==> config.mk <==
export PLATFORM = sky130hd
export DESIGN_NAME = spi_bus_arbiter_flat
export DESIGN_NICKNAME = d
export VERILOG_FILES = /design/src/rtl/spi_bus_arbiter_if.sv /design/src/rtl/spi_bus_arbiter.sv /design/src/flat_wrapper.sv
export SDC_FILE = /design/constraint.sdc
export NUM_CORES = 1
export LEC_CHECK = 0
export CAP_MARGIN = 20
export CELL_PAD_IN_SITES_DETAIL_PLACEMENT = 0
export CELL_PAD_IN_SITES_GLOBAL_PLACEMENT = 2
export CORE_ASPECT_RATIO = 1.4
export CORE_MARGIN = 2
export CORE_UTILIZATION = 23
export CTS_BUF_LIST = sky130_fd_sc_hd__clkbuf_16
export CTS_CLUSTER_SIZE = 12
export DETAILED_ROUTE_END_ITERATION = 6
export GPL_ROUTABILITY_DRIVEN = 0
export GPL_TIMING_DRIVEN = 1
export PLACE_DENSITY = 0.89
export SLEW_MARGIN = 20
export SYNTH_ARGS = -nofsm -noshare
export SYNTH_HDL_FRONTEND = slang
export SYNTH_SLANG_ARGS = --single-unit
==> constraint.sdc <==
create_clock -name clk -period 1.82 [get_ports clk]
set_input_delay 0.182 -clock clk [delete_from_list [all_inputs] [get_ports clk]]
set_output_delay 0.182 -clock clk [all_outputs]
set_load 0.005 [all_outputs]
==> src/rtl/spi_bus_arbiter_if.sv <==
// Purpose: bundles the CPU, debug and SPI-master handshake signals of the SPI bus arbiter.
// Latency: wiring only, no storage.
// Backpressure: none here; requesters hold req until ack, the SPI side stalls grants via spiBusy_i.
// Ports (slave = arbiter view):
//   cpu*/dbg*  : req/rwb/addr/wdata in, ack pulse and registered read data out
//   spi*       : start pulse and latched rwb/addr/wdata out, busy/done/rdata in
//   ownerDbg_o, timeout_o, state_o : status readout
interface spi_bus_arbiter_if #(
    parameter int ADDR_W = 16,
    parameter int DATA_W = 32
);
    logic              cpuReq_i;
    logic              cpuRwb_i;
    logic [ADDR_W-1:0] cpuAddr_i;
    logic [DATA_W-1:0] cpuWdata_i;
    logic              cpuAck_o;
    logic [DATA_W-1:0] cpuRdata_o;

    logic              dbgReq_i;
    logic              dbgRwb_i;
    logic [ADDR_W-1:0] dbgAddr_i;
    logic [DATA_W-1:0] dbgWdata_i;
    logic              dbgAck_o;
    logic [DATA_W-1:0] dbgRdata_o;

    logic              spiStart_o;
    logic              spiRwb_o;
    logic [ADDR_W-1:0] spiAddr_o;
    logic [DATA_W-1:0] spiWdata_o;
    logic              spiBusy_i;
    logic              spiDone_i;
    logic [DATA_W-1:0] spiRdata_i;

    logic              ownerDbg_o;
    logic              timeout_o;
    logic [1:0]        state_o;

    modport slave (
        input  cpuReq_i, cpuRwb_i, cpuAddr_i, cpuWdata_i,
        output cpuAck_o, cpuRdata_o,
        input  dbgReq_i, dbgRwb_i, dbgAddr_i, dbgWdata_i,
        output dbgAck_o, dbgRdata_o,
        output spiStart_o, spiRwb_o, spiAddr_o, spiWdata_o,
        input  spiBusy_i, spiDone_i, spiRdata_i,
        output ownerDbg_o, timeout_o, state_o
    );

    modport master (
        output cpuReq_i, cpuRwb_i, cpuAddr_i, cpuWdata_i,
        input  cpuAck_o, cpuRdata_o,
        output dbgReq_i, dbgRwb_i, dbgAddr_i, dbgWdata_i,
        input  dbgAck_o, dbgRdata_o,
        input  spiStart_o, spiRwb_o, spiAddr_o, spiWdata_o,
        output spiBusy_i, spiDone_i, spiRdata_i,
        input  ownerDbg_o, timeout_o, state_o
    );
endinterface

==> src/rtl/spi_bus_arbiter.sv <==
// Purpose: round-robin share of one SPI master between the CPU path and the debug port.
// Latency: grant edge -> START (1 cycle) -> WAIT (N cycles, capped at TIMEOUT) -> ACK (1 cycle).
// Backpressure: grants stall while spiBusy_i is high; a losing requester waits, holding req.
// Ports:
//   clk, resetb : clock and synchronous active-low reset
//   bus (slave) : CPU/debug request + ack/rdata, SPI master start/busy/done, status readout
module spi_bus_arbiter #(
    parameter int ADDR_W  = 16,
    parameter int DATA_W  = 32,
    parameter int TIMEOUT = 255
) (
    input  logic             clk,
    input  logic             resetb,
    spi_bus_arbiter_if.slave bus
);
    localparam int               CNT_W    = $clog2(TIMEOUT + 1);
    localparam logic [CNT_W-1:0] CNT_LAST = CNT_W'(TIMEOUT - 1);

    typedef enum logic [1:0] {
        IDLE  = 2'd0,
        START = 2'd1,
        WAIT  = 2'd2,
        ACK   = 2'd3
    } state_t;

    state_t            state_q, state_d;
    logic [CNT_W-1:0]  cnt_q, cnt_d;
    logic              last_dbg_q, last_dbg_d;
    logic              owner_dbg_q, owner_dbg_d;
    logic              rwb_q, rwb_d;
    logic [ADDR_W-1:0] addr_q, addr_d;
    logic [DATA_W-1:0] wdata_q, wdata_d;
    logic              start_q, start_d;
    logic              cpu_ack_q, cpu_ack_d;
    logic              dbg_ack_q, dbg_ack_d;
    logic [DATA_W-1:0] cpu_rdata_q, cpu_rdata_d;
    logic [DATA_W-1:0] dbg_rdata_q, dbg_rdata_d;
    logic              grant_dbg;
    logic              timeout_pulse;

    always_comb begin
        state_d       = state_q;
        cnt_d         = cnt_q;
        last_dbg_d    = last_dbg_q;
        owner_dbg_d   = owner_dbg_q;
        rwb_d         = rwb_q;
        addr_d        = addr_q;
        wdata_d       = wdata_q;
        start_d       = 1'b0;
        cpu_ack_d     = 1'b0;
        dbg_ack_d     = 1'b0;
        cpu_rdata_d   = cpu_rdata_q;
        dbg_rdata_d   = dbg_rdata_q;
        timeout_pulse = 1'b0;

        // Debug wins when it is the only requester, or when both request and
        // the CPU was served last.
        grant_dbg = bus.dbgReq_i & (~bus.cpuReq_i | ~last_dbg_q);

        case (state_q)
            IDLE: begin
                if ((bus.cpuReq_i | bus.dbgReq_i) & ~bus.spiBusy_i) begin
                    owner_dbg_d = grant_dbg;
                    last_dbg_d  = grant_dbg;
                    rwb_d       = grant_dbg ? bus.dbgRwb_i   : bus.cpuRwb_i;
                    addr_d      = grant_dbg ? bus.dbgAddr_i  : bus.cpuAddr_i;
                    wdata_d     = grant_dbg ? bus.dbgWdata_i : bus.cpuWdata_i;
                    start_d     = 1'b1;
                    state_d     = START;
                end
            end
            START: begin
                cnt_d   = '0;
                state_d = WAIT;
            end
            WAIT: begin
                // Done is checked first so a done on the last allowed cycle
                // completes normally without flagging a timeout.
                if (bus.spiDone_i) begin
                    if (rwb_q) begin
                        if (owner_dbg_q) dbg_rdata_d = bus.spiRdata_i;
                        else             cpu_rdata_d = bus.spiRdata_i;
                    end
                    cpu_ack_d = ~owner_dbg_q;
                    dbg_ack_d = owner_dbg_q;
                    state_d   = ACK;
                end else if (cnt_q == CNT_LAST) begin
                    timeout_pulse = 1'b1;
                    if (rwb_q) begin
                        if (owner_dbg_q) dbg_rdata_d = {DATA_W{1'b1}};
                        else             cpu_rdata_d = {DATA_W{1'b1}};
                    end
                    cpu_ack_d = ~owner_dbg_q;
                    dbg_ack_d = owner_dbg_q;
                    state_d   = ACK;
                end else begin
                    cnt_d = cnt_q + CNT_W'(1);
                end
            end
            ACK: begin
                state_d = IDLE;
            end
            default: begin
                state_d = IDLE;
            end
        endcase
    end

    always_ff @(posedge clk) begin
        if (!resetb) begin
            state_q     <= IDLE;
            cnt_q       <= '0;
            last_dbg_q  <= 1'b1;
            owner_dbg_q <= 1'b0;
            rwb_q       <= 1'b0;
            addr_q      <= '0;
            wdata_q     <= '0;
            start_q     <= 1'b0;
            cpu_ack_q   <= 1'b0;
            dbg_ack_q   <= 1'b0;
            cpu_rdata_q <= '0;
            dbg_rdata_q <= '0;
        end else begin
            state_q     <= state_d;
            cnt_q       <= cnt_d;
            last_dbg_q  <= last_dbg_d;
            owner_dbg_q <= owner_dbg_d;
            rwb_q       <= rwb_d;
            addr_q      <= addr_d;
            wdata_q     <= wdata_d;
            start_q     <= start_d;
            cpu_ack_q   <= cpu_ack_d;
            dbg_ack_q   <= dbg_ack_d;
            cpu_rdata_q <= cpu_rdata_d;
            dbg_rdata_q <= dbg_rdata_d;
        end
    end

    assign bus.cpuAck_o   = cpu_ack_q;
    assign bus.cpuRdata_o = cpu_rdata_q;
    assign bus.dbgAck_o   = dbg_ack_q;
    assign bus.dbgRdata_o = dbg_rdata_q;
    assign bus.spiStart_o = start_q;
    assign bus.spiRwb_o   = rwb_q;
    assign bus.spiAddr_o  = addr_q;
    assign bus.spiWdata_o = wdata_q;
    assign bus.ownerDbg_o = owner_dbg_q;
    // The timeout flag must appear in the WAIT cycle that expires and must be
    // suppressed by a same-cycle done, so it is decoded from the registered
    // state/counter and the live done input rather than registered itself.
    assign bus.timeout_o  = timeout_pulse;
    assign bus.state_o    = state_q;

endmodule

==> src/flat_wrapper.sv <==
// flat-port wrapper written by rule: the top's interface ports become plain ports
module spi_bus_arbiter_flat 
#(
    parameter int ADDR_W  = 16,
    parameter int DATA_W  = 32,
    parameter int TIMEOUT = 255
)
  (clk, resetb, bus_cpuReq_i, bus_cpuRwb_i, bus_cpuAddr_i, bus_cpuWdata_i, bus_cpuAck_o, bus_cpuRdata_o, bus_dbgReq_i, bus_dbgRwb_i, bus_dbgAddr_i, bus_dbgWdata_i, bus_dbgAck_o, bus_dbgRdata_o, bus_spiStart_o, bus_spiRwb_o, bus_spiAddr_o, bus_spiWdata_o, bus_spiBusy_i, bus_spiDone_i, bus_spiRdata_i, bus_ownerDbg_o, bus_timeout_o, bus_state_o);
  spi_bus_arbiter_if #(.ADDR_W(ADDR_W), .DATA_W(DATA_W)) bus_i ();
  input  logic clk;
  input  logic resetb;
  input wire logic [$bits(bus_i.cpuReq_i)-1:0] bus_cpuReq_i;
  input wire logic [$bits(bus_i.cpuRwb_i)-1:0] bus_cpuRwb_i;
  input wire logic [$bits(bus_i.cpuAddr_i)-1:0] bus_cpuAddr_i;
  input wire logic [$bits(bus_i.cpuWdata_i)-1:0] bus_cpuWdata_i;
  output wire logic [$bits(bus_i.cpuAck_o)-1:0] bus_cpuAck_o;
  output wire logic [$bits(bus_i.cpuRdata_o)-1:0] bus_cpuRdata_o;
  input wire logic [$bits(bus_i.dbgReq_i)-1:0] bus_dbgReq_i;
  input wire logic [$bits(bus_i.dbgRwb_i)-1:0] bus_dbgRwb_i;
  input wire logic [$bits(bus_i.dbgAddr_i)-1:0] bus_dbgAddr_i;
  input wire logic [$bits(bus_i.dbgWdata_i)-1:0] bus_dbgWdata_i;
  output wire logic [$bits(bus_i.dbgAck_o)-1:0] bus_dbgAck_o;
  output wire logic [$bits(bus_i.dbgRdata_o)-1:0] bus_dbgRdata_o;
  output wire logic [$bits(bus_i.spiStart_o)-1:0] bus_spiStart_o;
  output wire logic [$bits(bus_i.spiRwb_o)-1:0] bus_spiRwb_o;
  output wire logic [$bits(bus_i.spiAddr_o)-1:0] bus_spiAddr_o;
  output wire logic [$bits(bus_i.spiWdata_o)-1:0] bus_spiWdata_o;
  input wire logic [$bits(bus_i.spiBusy_i)-1:0] bus_spiBusy_i;
  input wire logic [$bits(bus_i.spiDone_i)-1:0] bus_spiDone_i;
  input wire logic [$bits(bus_i.spiRdata_i)-1:0] bus_spiRdata_i;
  output wire logic [$bits(bus_i.ownerDbg_o)-1:0] bus_ownerDbg_o;
  output wire logic [$bits(bus_i.timeout_o)-1:0] bus_timeout_o;
  output wire logic [$bits(bus_i.state_o)-1:0] bus_state_o;
  assign bus_i.cpuReq_i = bus_cpuReq_i;
  assign bus_i.cpuRwb_i = bus_cpuRwb_i;
  assign bus_i.cpuAddr_i = bus_cpuAddr_i;
  assign bus_i.cpuWdata_i = bus_cpuWdata_i;
  assign bus_cpuAck_o = bus_i.cpuAck_o;
  assign bus_cpuRdata_o = bus_i.cpuRdata_o;
  assign bus_i.dbgReq_i = bus_dbgReq_i;
  assign bus_i.dbgRwb_i = bus_dbgRwb_i;
  assign bus_i.dbgAddr_i = bus_dbgAddr_i;
  assign bus_i.dbgWdata_i = bus_dbgWdata_i;
  assign bus_dbgAck_o = bus_i.dbgAck_o;
  assign bus_dbgRdata_o = bus_i.dbgRdata_o;
  assign bus_spiStart_o = bus_i.spiStart_o;
  assign bus_spiRwb_o = bus_i.spiRwb_o;
  assign bus_spiAddr_o = bus_i.spiAddr_o;
  assign bus_spiWdata_o = bus_i.spiWdata_o;
  assign bus_i.spiBusy_i = bus_spiBusy_i;
  assign bus_i.spiDone_i = bus_spiDone_i;
  assign bus_i.spiRdata_i = bus_spiRdata_i;
  assign bus_ownerDbg_o = bus_i.ownerDbg_o;
  assign bus_timeout_o = bus_i.timeout_o;
  assign bus_state_o = bus_i.state_o;
  spi_bus_arbiter #(.ADDR_W(ADDR_W), .DATA_W(DATA_W), .TIMEOUT(TIMEOUT)) u_core (.clk(clk), .resetb(resetb), .bus(bus_i));
endmodule
==> impl_metrics.csv, run 1 <==
group,metric,value,unit
floorplanning,num_rows,67,
global_routing,grt-ovfl-total,0,
power_and_ir_drop,p_per_area,983,nW/um^2
hold_path,min_delay_path_depth,2,
logic_synthesis,synthFlopType,"sky130_fd_sc_hd__dfxtp_1",
cells_and_area,post_layout_cell_count,1203,
worst_setup_path,crit_path_max_fanout,3,
hold_path,hold_class,"input pin to flop",
worst_setup_path,cp.arrival,1550,ps
cells_and_area,layout.nets,1021,
global_routing,grt_max_degree,55,
cells_and_area,multi_input_comb_area,2680,um^2
floorplanning,die-width,135,um
worst_setup_path,cp-start-kind,"flop",
timing,finalClockSkew,10.4,ps
worst_setup_path,r2r_end,"u_core.cnt_q[7]",
clocking,clock_path_buffers,2,
place,detailedPlacementHpwl,12.2,mm
detailed_routing,drtAntennaViolNets,0,
worst_setup_path,cp-end-kind,"primary output",
power_and_ir_drop,totalPowerFinal,0.00892,W
clocking,cts-root-buf,"sky130_fd_sc_hd__clkbuf_16",
clocking,clk-insertion-delay-late,420,ps
cells_and_area,regArea,2560,um^2
clocking,number_of_cts_inserted_buffers,17,
worst_setup_path,reg2reg_depth,8,
worst_setup_path,crit_path_max_cell_delay,320,ps
cells_and_area,drive_gt1_share,8.86,%
detailed_routing,detailedRoute.firstPassIterationCount,5,
clocking,tritoncts,"yes",
detailed_routing,route.final.wire_length,17.4,mm
timing,unrepaired_setup_endpoints_after_global_routing,"yes",
cells_and_area,flow.area_growth_from_synthesis,64.7,%
logic_synthesis,postSynthRegisterBits,128,
global_routing,total_grt_usage,14.1,%
power_and_ir_drop,power.leakage,3.31,nW
logic_synthesis,asyncSetResetFlopFracSynth,0,%
timing,holdWs,109,ps
global_routing,via_count_of_the_first_global_routing_pass,5256,
logic_synthesis,synth_fp_nets,769,
cells_and_area,leading_cell_types_in_the_layout_fill_and_taps_excluded,"252 x sky130_fd_sc_hd__clkdlybuf4s50_1, 128 x sky130_fd_sc_hd__dfxtp_1, 117 x sky130_fd_sc_hd__nor2_1, 72 x sky130_fd_sc_hd__nand2_1, 60 x sky130_fd_sc_hd__a21oi_1",
cells_and_area,design_area,9070,um^2
floorplanning,die_area,25200,um^2
worst_setup_path,path_cells,"inv_2 -> ha_2 -> nand4b_1 -> nor2_2 -> dlygate4sd2_1",
floorplanning,coreArea,23700,um^2
floorplanning,ios,256,
outcome,outcome,"finished, final reports clean",
detailed_routing,initialDrtViolationCount,178,
timing,clock.fmax,579,MHz
logic_synthesis,netlist_area,5510,um^2
hold_path,min_delay_worst_endpoint,"u_core.last_dbg_q",
global_routing,grt_antenna_before_repair,1,
place,post-place-cells,1169,
worst_setup_path,setup.reg_to_reg.worst_slack,120,ps
place,placement.setup.worst_slack,94.5,ps
logic_synthesis,yosysSeqAreaShare,46.5,%
detailed_routing,routedWlPerCell,14.5,um
timing,report.final.setup_viol,0,
detailed_routing,drc,0,
floorplanning,floorplan.initialDensity,23.2,%
detailed_routing,route.vias.total,5227,
logic_synthesis,synth-edff-count,0,
timing,fin_crit_sh,95.0,%
clocking,cts_sinks,128,
logic_synthesis,yosysWarningCount,0,
power_and_ir_drop,vdd_ir_drop_max,0.000621,V
worst_setup_path,setup.worst_path.class,"flop to primary output",
global_routing,grt_pass1_wl,27.7,mm
logic_synthesis,syn-mean-instance-area,8.79,um^2
floorplanning,die-height,187,um
worst_setup_path,r2r_start,"u_core.bus.state_o[0]",
cells_and_area,filler_cell_count,2441,
worst_setup_path,crit_family,"flip-flops",
flow_run,drv.max_cap_violation_count,0,
timing,timing_max_transition_violations_final,0,
clocking,cts_htree_levels,4,
logic_synthesis,yosys.cell_types.count,43,
worst_setup_path,critical_path.n_buffers_inverters,2,
hold_path,min_from,"resetb",
clocking,clk_pin_slew,60,ps
timing,worst_pin_slew,413,ps
worst_setup_path,required,1640,ps
timing,min_period,1730,ps
logic_synthesis,post_synth_inst_count,627,
place,placement.cell_area,8470,um^2
timing,slew_headroom,72.5,%
cells_and_area,final_common_cell,"sky130_fd_sc_hd__clkdlybuf4s50_1",
place,port-buffer-count,255,
worst_setup_path,critical_path.slowest_cell,"sky130_fd_sc_hd__dfxtp_1",
clocking,hold_buffer_count_at_cts,0,
timing,final_critical_path_setup_slack,91.8,ps
detailed_routing,avgViaCountPerCell,4.34,
timing,final-hold-violation-count,0,
-- sequential cells by signal, summed over array words and instances, names as in the netlist, 2 cells and up --
signal	count
u_core.bus.state_o	2
u_core.bus.spiWdata_o	32
u_core.bus.cpuRdata_o	32
u_core.bus.spiAddr_o	16
u_core.cnt_q	8
u_core.bus.dbgRdata_o	32
-- cell type report --
| cell class | instances | area share (%) |
|---|---|---|
| Multi-Input combinational cell | 445 | 29.5 |
| Sequential cell | 128 | 28.2 |
| Clock inverter | 15 | 1.68 |
| Timing Repair Buffer | 279 | 31.2 |
| Clock buffer | 17 | 4.69 |
| Antenna cell | 1 | 0.0276 |
| Tap cell | 310 | 4.27 |
| Inverter | 8 | 0.331 |
-- power by group --
part	switching (W)	internal [W]	total [W]
logic	0.000990	0.00124	0.00223
clock network	0.00128	0.00212	0.00340
registers	0.000173	0.00312	0.00329
total	0.00245	0.00648	0.00892
-- layer usage --
| metal | global-route usage, % | vias up | share of wire, % |
|---|---|---|---|
| li1 | - | 2653 | - |
| met1 | 15.2 | 2356 | 41 |
| met2 | 24.8 | 199 | 50 |
| met3 | 5.50 | 19 | 7.8 |
| met4 | 5.14 | 0 | 1.7 |
| met5 | 0 | - | 0 |
-- worst max-delay path by stage --
stage / startpoint / slack, ps / to / depth (start not counted)
floorplan: u_core.cnt_q[0] / 280 / u_core.cnt_q[7] / 6
global placement: bus_dbgReq_i / 130 / u_core.bus.spiWdata_o[22] / 5
detailed placement: bus_dbgReq_i / 90 / u_core.bus.spiWdata_o[14] / 5
CTS: u_core.bus.state_o[0] / 20 / bus_timeout_o / 5
global route: u_core.bus.state_o[0] / -40 / bus_timeout_o / 5
finish: u_core.bus.state_o[0] / 90 / bus_timeout_o / 5
-- cells in the mapped netlist (3+ instances only) --
master | instances | area share (%)
sky130_fd_sc_hd__nand3_1 | 8 | 0.73
sky130_fd_sc_hd__ha_1 | 6 | 1.4
sky130_fd_sc_hd__a211oi_1 | 52 | 7.1
sky130_fd_sc_hd__a21oi_2 | 8 | 1.3
sky130_fd_sc_hd__dfxtp_1 | 128 | 47
sky130_fd_sc_hd__buf_6 | 11 | 2.2
sky130_fd_sc_hd__buf_2 | 11 | 1.0
sky130_fd_sc_hd__nor2_1 | 118 | 8.0
sky130_fd_sc_hd__nand2_1 | 73 | 5.0
sky130_fd_sc_hd__clkbuf_1 | 18 | 1.2
sky130_fd_sc_hd__a21oi_1 | 60 | 5.4
sky130_fd_sc_hd__o21ai_0 | 4 | 0.36
sky130_fd_sc_hd__buf_1 | 5 | 0.34
sky130_fd_sc_hd__inv_1 | 8 | 0.54
sky130_fd_sc_hd__nand2b_1 | 36 | 4.1
sky130_fd_sc_hd__mux2i_1 | 50 | 9.1
sky130_fd_sc_hd__nand3_4 | 3 | 0.95
-- through the flow --
stage,util (%),TNS (ps)
after floorplan,-,0
after global placement,35.7,0
after detailed placement,35.7,0
after CTS,38.2,0
after global routing,38.2,-38.0
final,38.3,0
-- what timing repair did --
item / in CTS / in global routing
setup endpoints to repair: 1 / 2
resized for setup: 5 / 2
buffers inserted: 1 / 0
pin swaps: 1 / 0
-- cells by family (layout without fill, tap and decap cells) --
family / count (synthesis) / in the layout / share of synthesized area, %
fa+ha+maj: 6 / 6 / 1.36
buf+inv: 54 / 319 / 5.49
compound gates: 138 / 138 / 16.6
simple gates: 250 / 250 / 20.7
mux: 51 / 51 / 9.29
flops: 128 / 128 / 46.5
other cells: 0 / 1 / 0
Note: power is estimated with default switching activity, not from simulation.
==> run 2, diff against run 1 <==
Settings changed: REMOVE_ABC_BUFFERS from default to 1.
==> impl_metrics.csv, run 2 (synthesized netlist as in run 1, its figures left out) <==
group,metric,value,unit
power_and_ir_drop,clock_power_share,39.0,%
power_and_ir_drop,total_switching_power,0.00244,W
global_routing,grt-ovfl-total,0,
detailed_routing,drc,0,
clocking,clk-insertion-delay-late,420,ps
cells_and_area,leading_cell_types_in_the_layout_fill_and_taps_excluded,"252 x sky130_fd_sc_hd__clkdlybuf4s50_1, 128 x sky130_fd_sc_hd__dfxtp_1, 117 x sky130_fd_sc_hd__nor2_1, 73 x sky130_fd_sc_hd__nand2_1, 60 x sky130_fd_sc_hd__a21oi_1",
timing,clock.fmax,603,MHz
timing,report.final.setup_viol,0,
global_routing,total_grt_usage,14.2,%
detailed_routing,drtAntennaViolNets,0,
power_and_ir_drop,p_per_area,995,nW/um^2
worst_setup_path,crit_family,"buffers and inverters",
floorplanning,coreArea,23700,um^2
floorplanning,die-width,135,um
clocking,cts_htree_levels,4,
timing,fin_crit_sh,91.1,%
detailed_routing,route.vias.total,5213,
clocking,cts-root-buf,"sky130_fd_sc_hd__clkbuf_16",
timing,finalClockSkew,10.5,ps
floorplanning,ios,256,
cells_and_area,design_area,9140,um^2
power_and_ir_drop,vdd_ir_drop_max,0.000632,V
floorplanning,die_area,25200,um^2
place,placement.cell_area,8520,um^2
worst_setup_path,path_cells,"clkdlybuf4s50_1",
cells_and_area,layout.nets,1033,
power_and_ir_drop,sw_frac_of_total,26.9,%
detailed_routing,route.final.wire_length,17.7,mm
cells_and_area,final_common_cell,"sky130_fd_sc_hd__clkdlybuf4s50_1",
global_routing,grt_pass1_wl,27.7,mm
floorplanning,num_rows,67,
cells_and_area,filler_cell_count,2459,
outcome,outcome,"finished, final reports clean",
cells_and_area,flow.area_growth_from_synthesis,65.8,%
place,detailedPlacementHpwl,13.0,mm
floorplanning,die-height,187,um
power_and_ir_drop,power.internal,0.00664,W
flow_run,drv.max_cap_violation_count,0,
timing,min_period,1660,ps
detailed_routing,detailedRoute.firstPassIterationCount,4,
timing,timing_max_transition_violations_final,0,
clocking,number_of_cts_inserted_buffers,17,
worst_setup_path,critical_path.slowest_cell,"sky130_fd_sc_hd__clkdlybuf4s50_1",
worst_setup_path,critical_path.n_buffers_inverters,1,
detailed_routing,initialDrtViolationCount,105,
hold_path,hold_class,"input pin to flop",
timing,finalSetupTns,0,ps
power_and_ir_drop,comb_power_share,24.9,%
worst_setup_path,setup.reg_to_reg.worst_slack,190,ps
worst_setup_path,r2r_end,"u_core.cnt_q[7]",
global_routing,grt_max_degree,48,
power_and_ir_drop,power.leakage,3.37,nW
global_routing,via_count_of_the_first_global_routing_pass,5142,
worst_setup_path,cp-end-kind,"primary output",
timing,unrepaired_setup_endpoints_after_global_routing,"no",
worst_setup_path,cp.arrival,1480,ps
clocking,clk_pin_slew,60,ps
clocking,cts_sinks,128,
worst_setup_path,setup.worst_path.class,"flop to primary output",
worst_setup_path,reg2reg_depth,7,
worst_setup_path,timing.critical_path.from,"u_core.bus.ownerDbg_o",
place,port-buffer-count,255,
power_and_ir_drop,power.share.sequential,36.1,%
timing,slew_headroom,72.5,%
global_routing,grt_antenna_before_repair,3,
worst_setup_path,critPathCapture,"bus_ownerDbg_o",
timing,worst_pin_slew,413,ps
floorplanning,floorplan.initialDensity,23.2,%
detailed_routing,avgViaCountPerCell,4.29,
cells_and_area,drive_gt1_share,9.85,%
clocking,clock_path_buffers,2,
timing,final-hold-violation-count,0,
worst_setup_path,cp-start-kind,"flop",
worst_setup_path,r2r_start,"u_core.bus.state_o[0]",
worst_setup_path,crit_path_max_fanout,6,
worst_setup_path,required,1640,ps
detailed_routing,routedWlPerCell,14.5,um
worst_setup_path,timing.critical_path.depth,1,
worst_setup_path,crit_path_max_cell_delay,590,ps
clocking,tritoncts,"yes",
-- run 2: power by group through the flow --
stage               Combinational, W  Clock (W)  Sequential (W)
floorplan                   0.000955          0         0.00336
global placement             0.00229          0         0.00333
detailed placement           0.00230          0         0.00334
CTS                          0.00231    0.00367         0.00329
global route                 0.00251    0.00381         0.00332
finish                       0.00227    0.00354         0.00328
-- run 2: per-layer routing --
layer	vias up	GRT usage, %	wire (um)
met1	2311	15.3	6950
met3	22	6.02	1600
met4	4	5.30	297
li1	2678	-	-
met2	198	24.5	8790
met5	-	0	27
-- run 2: stage by stage --
| stage | hold WS (ps) | utilization [%] | worst slack [ps] | std cells | power [W] |
|---|---|---|---|---|---|
| finish | 135 | 38.5 | 163 | 1215 | 0.00909 |
| global route | 122 | 38.5 | 32.6 | 1214 | 0.00964 |
| CTS | 114 | 38.5 | 33.8 | 1214 | 0.00926 |
| detailed placement | 445 | 35.9 | 83.3 | 1181 | 0.00563 |
| global placement | 436 | 35.9 | 94.3 | 1181 | 0.00562 |
| floorplan | 254 | - | -2400 | 581 | 0.00431 |
-- run 2: repair_timing --
| item | in CTS | in global routing |
|---|---|---|
| gates resized for setup | 4 | 2 |
| buffers inserted | 1 | 0 |
| cloned | 0 | 0 |
| endpoints found under the setup margin | 1 | 1 |
| hold buffers | 0 | 0 |
| pin swaps | 0 | 0 |
-- run 2: final cells by class --
class                      instances  area [um^2]  share of cell area [%]
antenna                            1         2.50                  0.0274
clock buffer                      17          425                    4.66
multi-input combinational        445         2670                    29.2
inverter                           8         30.0                   0.329
timing repair buffer             291         2880                    31.5
sequential                       128         2560                    28.0
tap                              310          388                    4.24
clock inverter                    15          178                    1.94
-- run 2: how the worst min path moves through the flow --
stage | slack (ps) | endpoint | from | cells after the start
6_report | 130 | u_core.last_dbg_q | resetb | 2
5_1_grt | 120 | u_core.last_dbg_q | resetb | 2
4_1_cts | 110 | u_core.last_dbg_q | resetb | 2
3_5_place_dp | 440 | u_core.bus.cpuRdata_o[28] | u_core.bus.cpuRdata_o[28] | 2
3_3_place_gp | 440 | u_core.bus.dbgRdata_o[28] | u_core.bus.dbgRdata_o[28] | 2
2_1_floorplan | 250 | u_core.last_dbg_q | resetb | 1
